$ cat config.mk
export PLATFORM = sky130hd
export DESIGN_NAME = fpu_issue_ctrl_flat
export DESIGN_NICKNAME = d
export VERILOG_FILES = /design/src/rtl/fpu_issue_ctrl_if.sv /design/src/rtl/fpu_issue_ctrl.sv /design/src/flat_wrapper.sv
export SDC_FILE = /design/constraint.sdc
export NUM_CORES = 1
export LEC_CHECK = 0
export CORE_MARGIN = 8
export CORE_UTILIZATION = 33
export DETAILED_ROUTE_END_ITERATION = 10
export PLACE_DENSITY = 0.86
export SETUP_SLACK_MARGIN = 0.3
export SLEW_MARGIN = 40
export SYNTH_ARGS = -nofsm -noshare
export SYNTH_HDL_FRONTEND = slang
export SYNTH_SLANG_ARGS = --single-unit
export TNS_END_PERCENT = 5
$ cat constraint.sdc
create_clock -name clk -period 1.5 [get_ports clk]
set_input_delay 0.225 -clock clk [delete_from_list [all_inputs] [get_ports clk]]
set_output_delay 0.225 -clock clk [all_outputs]
set_load 0.005 [all_outputs]
$ cat src/rtl/fpu_issue_ctrl_if.sv
// Core-side request/response channels of the FPU issue controller.
//
// Handshake rule (both channels): the producer raises valid and keeps every
// payload signal stable until the cycle in which valid && ready is seen at a
// rising clock edge; that edge is the transfer. The producer never
// withdraws valid before the transfer, and ready may depend on state only,
// never on valid.
interface fpu_issue_ctrl_if #(
  parameter int TAG_W = 4
);
  logic             req_valid;
  logic             req_ready;
  logic [1:0]       req_op;
  logic [31:0]      req_rs1;
  logic [31:0]      req_rs2;
  logic [2:0]       req_rm;
  logic [TAG_W-1:0] req_tag;

  logic             rsp_valid;
  logic             rsp_ready;
  logic [31:0]      rsp_result;
  logic [4:0]       rsp_flags;
  logic [TAG_W-1:0] rsp_tag;
  logic             rsp_illegal;

  // Core side: issues requests, consumes responses.
  modport master (
    output req_valid, req_op, req_rs1, req_rs2, req_rm, req_tag, rsp_ready,
    input  req_ready, rsp_valid, rsp_result, rsp_flags, rsp_tag, rsp_illegal
  );

  // Controller side.
  modport slave (
    input  req_valid, req_op, req_rs1, req_rs2, req_rm, req_tag, rsp_ready,
    output req_ready, rsp_valid, rsp_result, rsp_flags, rsp_tag, rsp_illegal
  );
endinterface

$ cat src/rtl/fpu_issue_ctrl.sv
// Issue controller for the fixed-latency FPU: accepts one request, holds the
// FPU drive for LAT cycles, captures result/flags, returns a response and
// keeps the sticky fflags accumulator.
module fpu_issue_ctrl #(
  parameter int TAG_W = 4,
  parameter int LAT   = 3
) (
  input  logic                clk,
  input  logic                rst,
  fpu_issue_ctrl_if.slave     bus,
  output logic [31:0]         o_fpu_fp1,
  output logic [31:0]         o_fpu_fp2,
  output logic [2:0]          o_fpu_frm,
  output logic [6:0]          o_fpu_funct7,
  input  logic [31:0]         i_fpu_result,
  input  logic [4:0]          i_fpu_flags,
  input  logic [2:0]          i_csr_frm,
  input  logic                i_fflags_clr,
  output logic [4:0]          o_fflags,
  output logic [1:0]          o_dbg_state
);
  localparam int         CNT_W   = $clog2(LAT + 1);
  localparam logic [6:0] F7_IDLE = 7'b1111111;

  typedef enum logic [1:0] {
    S_IDLE = 2'd0,
    S_EXEC = 2'd1,
    S_RESP = 2'd2
  } state_t;

  state_t           r_state;
  state_t           w_next;
  logic [CNT_W-1:0] r_cnt;
  logic [31:0]      r_fp1;
  logic [31:0]      r_fp2;
  logic [2:0]       r_frm;
  logic [6:0]       r_funct7;
  logic [31:0]      r_result;
  logic [4:0]       r_flags;
  logic [TAG_W-1:0] r_tag;
  logic             r_illegal;
  logic [4:0]       r_fflags;

  logic [2:0]       w_rm;
  logic [6:0]       w_f7;
  logic             w_legal;
  logic             w_accept;
  logic             w_capture;
  logic             w_rsp_hs;
  logic             w_req_ready;
  logic             w_rsp_valid;

  // Decode the incoming request: resolve dynamic rounding and map op to funct7.
  always_comb begin
    w_rm = (bus.req_rm == 3'b111) ? i_csr_frm : bus.req_rm;
    case (bus.req_op)
      2'b00:   w_f7 = 7'b0000000;
      2'b01:   w_f7 = 7'b0000100;
      2'b10:   w_f7 = 7'b0001000;
      default: w_f7 = F7_IDLE;
    endcase
    w_legal = (bus.req_op != 2'b11) && (w_rm != 3'b101) &&
              (w_rm != 3'b110) && (w_rm != 3'b111);
  end

  // FSM state register.
  always_ff @(posedge clk) begin
    if (rst) r_state <= S_IDLE;
    else     r_state <= w_next;
  end

  // FSM next state and handshake strobes.
  always_comb begin
    w_next      = r_state;
    w_req_ready = 1'b0;
    w_rsp_valid = 1'b0;
    w_accept    = 1'b0;
    w_capture   = 1'b0;
    w_rsp_hs    = 1'b0;
    case (r_state)
      S_IDLE: begin
        w_req_ready = 1'b1;
        if (bus.req_valid) begin
          w_accept = 1'b1;
          w_next   = w_legal ? S_EXEC : S_RESP;
        end
      end
      S_EXEC: begin
        if (r_cnt == CNT_W'(1)) begin
          w_capture = 1'b1;
          w_next    = S_RESP;
        end
      end
      S_RESP: begin
        w_rsp_valid = 1'b1;
        if (bus.rsp_ready) begin
          w_rsp_hs = 1'b1;
          w_next   = S_IDLE;
        end
      end
      default: w_next = S_IDLE;
    endcase
  end

  // Datapath: latch the FPU drive on accept, hold it through EXEC, then
  // capture the FPU output and park the drive back at idle values.
  always_ff @(posedge clk) begin
    if (rst) begin
      r_cnt     <= '0;
      r_fp1     <= '0;
      r_fp2     <= '0;
      r_frm     <= '0;
      r_funct7  <= F7_IDLE;
      r_result  <= '0;
      r_flags   <= '0;
      r_tag     <= '0;
      r_illegal <= 1'b0;
    end else if (w_accept) begin
      r_tag     <= bus.req_tag;
      r_illegal <= !w_legal;
      if (w_legal) begin
        r_cnt    <= CNT_W'(LAT);
        r_fp1    <= bus.req_rs1;
        r_fp2    <= bus.req_rs2;
        r_frm    <= w_rm;
        r_funct7 <= w_f7;
      end else begin
        r_result <= '0;
        r_flags  <= '0;
      end
    end else if (r_state == S_EXEC) begin
      r_cnt <= r_cnt - CNT_W'(1);
      if (w_capture) begin
        r_result <= i_fpu_result;
        r_flags  <= i_fpu_flags;
        r_fp1    <= '0;
        r_fp2    <= '0;
        r_frm    <= '0;
        r_funct7 <= F7_IDLE;
      end
    end
  end

  // Sticky fflags: clear first, then OR in flags of a legal response being
  // consumed, so flags arriving with a clear survive it.
  always_ff @(posedge clk) begin
    if (rst) r_fflags <= '0;
    else     r_fflags <= (i_fflags_clr ? 5'b0 : r_fflags) |
                         ((w_rsp_hs && !r_illegal) ? r_flags : 5'b0);
  end

  assign bus.req_ready   = w_req_ready;
  assign bus.rsp_valid   = w_rsp_valid;
  assign bus.rsp_result  = r_result;
  assign bus.rsp_flags   = r_flags;
  assign bus.rsp_tag     = r_tag;
  assign bus.rsp_illegal = r_illegal;
  assign o_fpu_fp1       = r_fp1;
  assign o_fpu_fp2       = r_fp2;
  assign o_fpu_frm       = r_frm;
  assign o_fpu_funct7    = r_funct7;
  assign o_fflags        = r_fflags;
  assign o_dbg_state     = r_state;
endmodule

$ cat src/flat_wrapper.sv
// flat-port wrapper written by rule: the top's interface ports become plain ports
module fpu_issue_ctrl_flat 
#(
  parameter int TAG_W = 4,
  parameter int LAT   = 3
)
  (clk, rst, o_fpu_fp1, o_fpu_fp2, o_fpu_frm, o_fpu_funct7, i_fpu_result, i_fpu_flags, i_csr_frm, i_fflags_clr, o_fflags, o_dbg_state, bus_req_valid, bus_req_op, bus_req_rs1, bus_req_rs2, bus_req_rm, bus_req_tag, bus_rsp_ready, bus_req_ready, bus_rsp_valid, bus_rsp_result, bus_rsp_flags, bus_rsp_tag, bus_rsp_illegal);
  fpu_issue_ctrl_if #(.TAG_W(TAG_W)) bus_i ();
  input  logic clk;
  input  logic rst;
  output logic [31:0] o_fpu_fp1;
  output logic [31:0] o_fpu_fp2;
  output logic [2:0] o_fpu_frm;
  output logic [6:0] o_fpu_funct7;
  input  logic [31:0] i_fpu_result;
  input  logic [4:0] i_fpu_flags;
  input  logic [2:0] i_csr_frm;
  input  logic i_fflags_clr;
  output logic [4:0] o_fflags;
  output logic [1:0] o_dbg_state;
  input wire logic [$bits(bus_i.req_valid)-1:0] bus_req_valid;
  input wire logic [$bits(bus_i.req_op)-1:0] bus_req_op;
  input wire logic [$bits(bus_i.req_rs1)-1:0] bus_req_rs1;
  input wire logic [$bits(bus_i.req_rs2)-1:0] bus_req_rs2;
  input wire logic [$bits(bus_i.req_rm)-1:0] bus_req_rm;
  input wire logic [$bits(bus_i.req_tag)-1:0] bus_req_tag;
  input wire logic [$bits(bus_i.rsp_ready)-1:0] bus_rsp_ready;
  output wire logic [$bits(bus_i.req_ready)-1:0] bus_req_ready;
  output wire logic [$bits(bus_i.rsp_valid)-1:0] bus_rsp_valid;
  output wire logic [$bits(bus_i.rsp_result)-1:0] bus_rsp_result;
  output wire logic [$bits(bus_i.rsp_flags)-1:0] bus_rsp_flags;
  output wire logic [$bits(bus_i.rsp_tag)-1:0] bus_rsp_tag;
  output wire logic [$bits(bus_i.rsp_illegal)-1:0] bus_rsp_illegal;
  assign bus_i.req_valid = bus_req_valid;
  assign bus_i.req_op = bus_req_op;
  assign bus_i.req_rs1 = bus_req_rs1;
  assign bus_i.req_rs2 = bus_req_rs2;
  assign bus_i.req_rm = bus_req_rm;
  assign bus_i.req_tag = bus_req_tag;
  assign bus_i.rsp_ready = bus_rsp_ready;
  assign bus_req_ready = bus_i.req_ready;
  assign bus_rsp_valid = bus_i.rsp_valid;
  assign bus_rsp_result = bus_i.rsp_result;
  assign bus_rsp_flags = bus_i.rsp_flags;
  assign bus_rsp_tag = bus_i.rsp_tag;
  assign bus_rsp_illegal = bus_i.rsp_illegal;
  fpu_issue_ctrl #(.TAG_W(TAG_W), .LAT(LAT)) u_core (.clk(clk), .rst(rst), .bus(bus_i), .o_fpu_fp1(o_fpu_fp1), .o_fpu_fp2(o_fpu_fp2), .o_fpu_frm(o_fpu_frm), .o_fpu_funct7(o_fpu_funct7), .i_fpu_result(i_fpu_result), .i_fpu_flags(i_fpu_flags), .i_csr_frm(i_csr_frm), .i_fflags_clr(i_fflags_clr), .o_fflags(o_fflags), .o_dbg_state(o_dbg_state));
endmodule
==> results of run 1 <==
[power by group through the flow]
stage	sequential [mW]	combinational, mW	clock, mW
floorplan	3.66	0.519	0
global placement	3.65	1.47	0
detailed placement	3.66	1.51	0
CTS	3.60	1.53	4.17
global route	3.64	1.75	4.35
finish	3.61	1.63	4.09
[path summary, 6_finish.rpt]
kind | start | to | slack [ns] | depth (start not counted)
hold / removal | i_csr_frm[0] | u_core.o_fpu_frm[0]$_SDFFE_PP0P_ | 0.26 | 3
setup reg to reg | u_core.o_dbg_state[0]$_SDFFE_PP0P_ | u_core.o_fpu_frm[0]$_SDFFE_PP0P_ | -0.08 | 6
hold reg to reg | u_core.bus.rsp_tag[3]$_SDFFE_PP0P_ | u_core.bus.rsp_tag[3]$_SDFFE_PP0P_ | 0.46 | 2
setup / recovery | u_core.o_dbg_state[0]$_SDFFE_PP0P_ | u_core.o_fpu_frm[0]$_SDFFE_PP0P_ | -0.08 | 6
[cell type report]
cell class                      count  area (sq um)
Clock buffer                       20         446.7
Timing Repair Buffer              284          2671
Sequential cell                   121          2440
Clock inverter                     12         150.1
Tap cell                          147         183.9
Fill cell                         922          4474
Multi-Input combinational cell    174          1438
Inverter                            2         7.507
[layer usage]
metal | up-vias | GRT usage, % | share of wire [%]
met4 | 0 | 4.298 | 0.83
li1 | 1791 | - | -
met1 | 1851 | 19.85 | 40
met5 | - | 0 | 0
met2 | 200 | 30.65 | 49
met3 | 11 | 10.16 | 11
[flip-flops by register name (all words and copies together) (netlist names)]
signal,count
u_core.bus.rsp_flags,5
u_core.bus.rsp_illegal,1
u_core.bus.rsp_result,32
u_core.bus.rsp_tag,4
u_core.o_dbg_state,2
u_core.o_fflags,5
u_core.o_fpu_fp1,32
u_core.o_fpu_fp2,32
u_core.o_fpu_frm,3
u_core.o_fpu_funct7,3
u_core.r_cnt,2
[repair_timing]
item	in CTS	in global routing
resized for setup	348	83
buffers inserted	5	3
pin swaps	60	35
gates cloned	2	7
endpoints found under the hold margin	0	0
hold buffers	0	0
endpoints found under the setup margin	246	229
[per-stage QoR]
stage,setup WS (ns),std cells,total power [mW],hold WS [ns]
floorplan,-0.1003,325,4.179,0.3537
global placement,-0.4963,711,5.120,0.4429
detailed placement,-0.6005,711,5.171,0.4537
CTS,-0.1820,750,9.303,0.3690
global route,-0.1166,760,9.739,0.2775
finish,-0.08180,760,9.334,0.2634
[worst min-delay path, stage by stage]
cell and delay, ns:
dlymetal6s2s_1 0.11, nand3b_1 0.12, a32o_2 0.17
[logic make-up (layout without fill, tap and decap cells)]
family,Yosys count,in the layout
compound gates,130,130
fa+ha+maj,1,1
buf+inv,30,318
simple gates,43,43
flops,121,121
[placed cells by master (no fill, tap or decap), types with 4 or more instances in the layout]
master,netlist,final
clkbuf_2,0,58
buf_2,11,11
nand2_1,10,8
buf_6,0,19
dfxtp_1,121,109
clkdlybuf4s15_2,0,35
buf_4,6,17
dfxtp_2,0,11
clkdlybuf4s50_1,0,114
clkbuf_16,0,21
nor2b_1,7,6
a21oi_1,11,8
buf_12,0,5
o21ai_0,4,4
nor2_1,7,5
a22o_1,101,101
clkdlybuf4s15_1,0,14
clkinvlp_4,0,6
nand3b_1,4,4
==> flow_summary.ini, run 1 <==
[outcome]
status = finished, violations left
violations = negative setup slack

[synth]
synth_top_family_by_area = compound AO/OA/AOI/OAI gates
syn-num-nets = 444
syn_inst = 325
synth_ff_type = dfxtp_1
yosys.area.top_type = dfxtp_1
synth_common_cells = 121 x dfxtp_1, 101 x a22o_1, 11 x a21oi_1, 11 x buf_2
synth_fa_ha_area_share_pct = 0.3192
synth_most_common_cell = dfxtp_1
yosys.area_share.xor_xnor_pct = 0
synthMuxAreaShare_pct = 0
synth.distinct_cells = 34
netlist.area_leader.share_pct = 61.79
async_flop_share_pct = 0
yosys.area_share.simple_pct = 6.256
seq_area_frac_synth_pct = 61.79
synth-seq-cells = 121
yosysWarnings = 0
synth_edf_count = 0
syn_area_sq_um = 3920
synth-compound-area-share_pct = 27.83
syn_area_per_cell_sq_um = 12.06
ys_top_cells_by_area = dfxtp_1 62%, a22o_1 23%, a21oi_1 1.4%, buf_2 1.4%, buf_4 1.1%

[cells_and_area]
synthToLayoutAreaGrowth_pct = 87.17
fin_nets = 719
final_core_util_pct = 62.12
diodes = 0
stdcell_area_sq_um = 7337
drive_gt1_share_pct = 35.07

[die]
die-area_sq_um = 15620
fp.dieW_um = 125.0
ios = 243
start_util_pct = 33.19
core_area_sq_um = 11810
num_rows = 40
die_h_um = 125.0

[critical_path]
arrival_ns = 1.87
critPathCaptureType = flop
crit_path_start_kind = flop
cp_top_family = simple AND/OR/NAND/NOR gates
slowest_delay_ns = 0.43
path_class = flop to flop
cp_max_fo = 8
crit_chain = or3b_4 > nor2_4 > a21oi_4 > buf_12 > buf_6 > a32o_2
crit_buf_inv = 2
required_ns = 1.79
cp_slowest_cell = or3b_4

[cts]
cts_sinks = 121
cts_max_path_buffers = 2
clkTransAtPathRegs_ns = 0.05
root_buffer = clkbuf_16
insertion_delay_ns = 0.40
h-tree-depth = 4
cts_tree = done
cts_buffers = 17

[drt]
post_drt_wl_per_cell_um = 20.31
wirelength_um = 15430
ant_nets = 0
drc = 0
num_vias = 3853
drt_first_pass_iters = 4
vias_per_cell = 5.070
drt_iter0_drc = 134

[sta]
fin_ws_ns = -0.08180
skew_ns = 0.009073
tightest_slew_ns = 0.3516
relSlewSlack_pct = 76.55
report.final.slew_viol_count = 0
tns_ns = -3.437
setup_viol = 91
fin_crit_sh_pct = 105.5
rsz0062_at_grt = yes
final_hold_viol_count = 0
fin_crit_ns = 1.582
fmax_mhz = 632.2

[pwr]
p_clk_share_pct = 43.8
pwr-share-seq_pct = 38.7
power_density_nw_per_um2 = 1272
ir_worst_vdd_uv = 603.6
p_leak_nw = 3.088
switching_power_mw = 2.251
power_frac_comb_pct = 17.5
internal_power_mw = 7.083
swShare_pct = 24.11

[run]
max-cap-violations = 0

[global_route]
grt_pass1_wl_um = 23050
grt_max_degree = 51
grt_pass1_vias = 4198
antenna_found_initial = 0
grt_overflow = 0
track_usage_pct = 18.33

[place]
io_buffers = 242
gp_congestion = 0.7431
placed_area_sq_um = 6640
post-dp-hpwl_um = 10210

[min_path]
hold_class = primary input to flop
(Power assumes the default switching activity.)
==> run 2, diff against run 1 <==
--- a/config.mk
+++ b/config.mk
@@ -5,6 +5,7 @@
 export SDC_FILE = /design/constraint.sdc
 export NUM_CORES = 1
 export LEC_CHECK = 0
+export CORE_ASPECT_RATIO = 1.75
 export CORE_MARGIN = 8
 export CORE_UTILIZATION = 33
 export DETAILED_ROUTE_END_ITERATION = 10
==> run 2 against run 1 <==
Compared with the run above: the flow still finishes with violations (negative setup slack); clock-buffer cell count is 2 higher; hold slack worse by 0.013 ns; utilization is 0.54 points higher; non-clock buffer count is 3 higher; setup slack worse by 0.013 ns; die area is 0.88% higher; flip-flop and latch count stayed put; final area is 1.1% lower; largest cell class unchanged; largest power group unchanged.
==> flow_summary.ini, run 2 (same netlist as run 1, synthesis figures left out) <==
[outcome]
status = finished, violations left
violations = negative setup slack

[drt]
drt_first_pass_iters = 4
ant_nets = 0
drc = 0
num_vias = 3813
wirelength_um = 14970
post_drt_wl_per_cell_um = 19.99
drt_iter0_drc = 131
vias_per_cell = 5.091

[critical_path]
cp_slowest_cell = or3b_4
path_class = flop to flop
cp_top_family = simple AND/OR/NAND/NOR gates
slowest_delay_ns = 0.45
crit_top_cell = buf_4
critPathCaptureType = flop
arrival_ns = 1.88
required_ns = 1.78
crit_path_start_kind = flop
crit_buf_inv = 2
r2r_slack_ns = -0.1
cp_max_fo = 6
crit_chain = or3b_4 > nor2_4 > a21oi_4 > buf_4 > buf_4 > a22o_1

[sta]
tns_ns = -3.783
final_hold_viol_count = 0
setup_viol = 70
tightest_slew_ns = 0.2836
fin_crit_sh_pct = 106.4
rsz0062_at_grt = yes
report.final.slew_viol_count = 0
fin_ws_ns = -0.09527
fin_crit_ns = 1.595
relSlewSlack_pct = 80.96
skew_ns = 0.005450
fmax_mhz = 626.9

[global_route]
track_usage_pct = 18.19
antenna_found_initial = 0
grt_overflow = 0
grt_max_degree = 52
grt_pass1_wl_um = 22720
grt_pass1_vias = 4258

[pwr]
power_frac_comb_pct = 16.7
p_leak_nw = 3.119
ir_worst_vdd_uv = 779.1
internal_power_mw = 7.481
swShare_pct = 22.15
power_density_nw_per_um2 = 1324
pwr-share-seq_pct = 37.5
switching_power_mw = 2.129
p_clk_share_pct = 45.8

[cts]
cts_sinks = 121
cts_max_path_buffers = 2
cts_tree = done
cts_buffers = 17
cts_hold_buffers = 0
root_buffer = clkbuf_16
h-tree-depth = 4
insertion_delay_ns = 0.39
clkTransAtPathRegs_ns = 0.05

[die]
num_rows = 52
start_util_pct = 33.85
die-area_sq_um = 15760
die_h_um = 160.2
ios = 243
core_area_sq_um = 11580
fp.dieW_um = 98.39

[cells_and_area]
final_cell_mix = 112 x clkdlybuf4s50_1, 111 x dfxtp_1, 101 x a22o_1, 64 x clkbuf_2, 29 x buf_4
fill_cells = 911
multi_input_area_sq_um = 1423
fin_nets = 722
seq_area_sq_um = 2437
diodes = 0
final_common_cell = clkdlybuf4s50_1
synthToLayoutAreaGrowth_pct = 85.13
drive_gt1_share_pct = 32.74
fin_cells = 749
stdcell_area_sq_um = 7257

[place]
io_buffers = 242
post-dp-hpwl_um = 10890
placed_cells = 705
placed_area_sq_um = 6670
gp_congestion = 0.8025

[min_path]
hold_class = primary input to flop

[run]
max-cap-violations = 0
## run 2: power by group through the flow
stage               registers (mW)  logic [mW]  clock network, mW
floorplan                     3.66       0.519                  0
detailed placement            3.65        1.59                  0
global placement              3.65        1.53                  0
CTS                           3.60        1.60               4.47
global route                  3.63        1.71               4.63
finish                        3.61        1.60               4.40
## run 2: area by class of cell
| type | instances | share of cell area (%) |
|---|---|---|
| clock buffer | 22 | 6.534 |
| clock inverter | 8 | 2.310 |
| inverter | 2 | 0.1034 |
| multi-input combinational | 174 | 19.60 |
| sequential | 121 | 33.59 |
| tap | 135 | 2.328 |
| timing repair buffer | 287 | 35.53 |
## run 2: worst register-to-register path: stages, from the launching register on
cell	delay [ns]
dfxtp_2	0.32
or3b_4	0.45
nor2_4	0.15
a21oi_4	0.11
buf_4	0.15
buf_4	0.14
a22o_1	0.17
## run 2: per-layer routing
metal	part of all wire (%)	global-route usage, %	wire length, um
met5	0	0	0
met4	1.9	6.395	289
met3	9.0	7.836	1354
met2	52	33.05	7727
met1	37	17.74	5599
## run 2: metrics by stage
stage / total power, mW / setup slack [ns] / hold slack [ns] / utilization (%)
after floorplan: 4.179 / -0.1003 / 0.3537 / -
after global placement: 5.180 / -0.4451 / 0.4469 / 57.60
after detailed placement: 5.240 / -0.5267 / 0.4536 / 57.60
after CTS: 9.666 / -0.09158 / 0.3807 / 64.52
after global routing: 9.979 / -0.1224 / 0.2745 / 62.66
final: 9.610 / -0.09527 / 0.2508 / 62.66
## run 2: what timing repair did
item / 4_1_cts / 5_1_grt
gates resized for setup: 305 / 108
setup endpoints to repair: 244 / 230
pin swaps: 40 / 24
buffers inserted: 6 / 4
cloned: 3 / 1
hold endpoints to repair: 0 / 0
## run 2: worst paths after layout
path,start,to,cells past startpoint
setup reg to reg,u_core.o_dbg_state[0]$_SDFFE_PP0P_,u_core.o_fpu_fp2[5]$_SDFFE_PP0P_,6
hold / removal,i_csr_frm[0],u_core.o_fpu_frm[0]$_SDFFE_PP0P_,3
hold reg to reg,u_core.bus.rsp_tag[3]$_SDFFE_PP0P_,u_core.bus.rsp_tag[3]$_SDFFE_PP0P_,2
setup / recovery,u_core.o_dbg_state[0]$_SDFFE_PP0P_,u_core.o_fpu_fp2[5]$_SDFFE_PP0P_,6
==> run 3, diff against run 2 <==
--- a/config.mk
+++ b/config.mk
@@ -7,9 +7,9 @@
 export LEC_CHECK = 0
 export CORE_ASPECT_RATIO = 1.75
 export CORE_MARGIN = 8
-export CORE_UTILIZATION = 33
+export CORE_UTILIZATION = 37
 export DETAILED_ROUTE_END_ITERATION = 10
-export PLACE_DENSITY = 0.86
+export PLACE_DENSITY = 0.91
 export SETUP_SLACK_MARGIN = 0.3
 export SLEW_MARGIN = 40
 export SYNTH_ARGS = -nofsm -noshare
==> constraint.sdc (replaced) <==
create_clock -name clk -period 1.6 [get_ports clk]
set_input_delay 0.24 -clock clk [delete_from_list [all_inputs] [get_ports clk]]
set_output_delay 0.24 -clock clk [all_outputs]
set_load 0.005 [all_outputs]
==> run 3 against run 2 <==
Compared with the run above: the run still ends with negative setup slack left; clock skew rose by 0.0047 ns; die area is 9.4% lower; clock-buffer cell count shrank 3; register-to-register slack improved by 0.09 ns; via count rose by 0.13%; first-iteration DRC count is 52% higher; power down 9.2%; sequential share of layout area fell by 0.37 points; critical endpoint is now u_core.o_fpu_fp2[30]$_SDFFE_PP0P_.
==> flow_summary.ini, run 3 (same netlist as run 1, synthesis figures left out) <==
[outcome]
status = finished, violations left
violations = negative setup slack

[die]
start_util_pct = 37.30
die-area_sq_um = 14270
ios = 243
fp.dieW_um = 93.81
core_area_sq_um = 10510
die_h_um = 152.2
num_rows = 50

[min_path]
min_path_cells = 3
hold_class = primary input to flop

[cells_and_area]
diodes = 0
final_cell_mix = 115 x clkdlybuf4s50_1, 112 x dfxtp_1, 107 x dlygate4sd2_1, 101 x a22o_1, 22 x buf_4
multi_input_area_sq_um = 1430
drive_gt1_share_pct = 16.97
fin_nets = 713
stdcell_area_sq_um = 7333
synthToLayoutAreaGrowth_pct = 87.07
fill_cells = 778
seq_area_sq_um = 2436
final_common_cell = clkdlybuf4s50_1

[critical_path]
r2r.worst_path.cells = 6
crit_path_start_kind = flop
cp_slowest_cell = or3b_4
required_ns = 1.89
cp_top_family = simple AND/OR/NAND/NOR gates
crit_top_cell = buf_6
slowest_delay_ns = 0.42
crit_cells = 6
critPathCaptureType = flop
arrival_ns = 1.90
path_class = flop to flop
cp_max_fo = 17
crit_chain = or3b_4 > buf_6 > nor2_4 > a21oi_4 > buf_6 > a22o_1
crit_buf_inv = 2

[sta]
fin_ws_ns = -0.008674
tightest_slew_ns = 0.2945
rsz0062_at_grt = yes
setup_viol = 2
skew_ns = 0.01012
final_hold_viol_count = 0
fin_crit_sh_pct = 100.5
fmax_mhz = 621.6
tns_ns = -0.01396
relSlewSlack_pct = 80.33
report.final.slew_viol_count = 0
fin_crit_ns = 1.609

[drt]
wirelength_um = 15240
num_vias = 3818
ant_nets = 0
post_drt_wl_per_cell_um = 20.68
drc = 0
drt_iter0_drc = 199
vias_per_cell = 5.180
drt_first_pass_iters = 4

[run]
max-cap-violations = 0

[cts]
clkTransAtPathRegs_ns = 0.05
insertion_delay_ns = 0.41
cts_max_path_buffers = 2
root_buffer = clkbuf_16
h-tree-depth = 4
cts_tree = done
cts_buffers = 17
cts_sinks = 121

[place]
placed_area_sq_um = 6649
io_buffers = 242
dp_slack_ns = -0.4668
gp_congestion = 0.8459
post-dp-hpwl_um = 10800

[pwr]
power_mw = 8.730
power_density_nw_per_um2 = 1190
p_leak_nw = 3.414
ir_worst_vdd_uv = 815.4

[global_route]
antenna_found_initial = 0
grt_pass1_vias = 4216
track_usage_pct = 20.81
grt_overflow = 0
grt_pass1_wl_um = 22940
grt_max_degree = 45
## run 3: cell count changes in the layout (fill, tap and decap cells not counted), sizes merged
cell	delta
buf	-17
bufinv	-2
clkbuf	-66
clkdlybuf4s15	-36
clkdlybuf4s50	+3
clkinv	+1
clkinvlp	+3
dlygate4sd2	+102
dlymetal6s2s	+2
inv	+3
## run 3: metrics by stage
step | utilization, % | hold WS [ns] | std cells
floorplan | - | 0.3687 | 325
detailed placement | 63.26 | 0.4536 | 698
finish | 69.77 | 0.2733 | 737
global route | 69.77 | 0.2777 | 737
global placement | 63.26 | 0.4443 | 698
CTS | 69.25 | 0.3713 | 736
## run 3: worst reg2reg max path: cells and delay by family, from the launching register on
family	cells	cell delay, ns
flip-flops	1	0.32
AND/OR/NAND/NOR	2	0.53
buffers and inverters	2	0.33
AO/OA/AOI/OAI	2	0.32
## run 3: layout make-up
type                            count  area share, %
Sequential cell                   121          33.22
Timing Repair Buffer              278          36.61
Clock inverter                     13          2.303
Tap cell                          130          2.218
Inverter                            2         0.1024
Multi-Input combinational cell    174          19.50
Clock buffer                       19          6.040
## run 3: worst paths after layout
| check | from | end | slack (ns) |
|---|---|---|---|
| worst min-delay path | i_csr_frm[1] | u_core.o_fpu_frm[1]$_SDFFE_PP0P_ | 0.27 |
| worst max-delay path | u_core.o_dbg_state[1]$_SDFFE_PP0P_ | u_core.o_fpu_fp2[30]$_SDFFE_PP0P_ | -0.009 |
| worst max register to register | u_core.o_dbg_state[1]$_SDFFE_PP0P_ | u_core.o_fpu_fp2[30]$_SDFFE_PP0P_ | -0.009 |
| worst min register to register | u_core.bus.rsp_tag[0]$_SDFFE_PP0P_ | u_core.bus.rsp_tag[0]$_SDFFE_PP0P_ | 0.46 |
## run 3: report_power, final
group	internal [mW]	leakage, nW	total, mW	switching [mW]
clock network	2.50	0.287	3.91	1.40
registers	3.24	0.988	3.38	0.135
logic	0.852	2.14	1.44	0.592
## run 3: what timing repair did
action	4_1_cts	5_1_grt
pin swaps	73	39
gates cloned	2	1
setup buffers	4	0
resized for setup	179	17
setup endpoints to repair	236	131
hold buffers	0	0
## run 3: metal layers
layer  GRT usage (%)  vias to the layer above  wire, um
met5               0                        -         0
met4           12.09                        0       529
li1                -                     1770         -
met1           20.31                     1788      5224
met2           35.43                      224      7876
met3           8.485                       36      1608
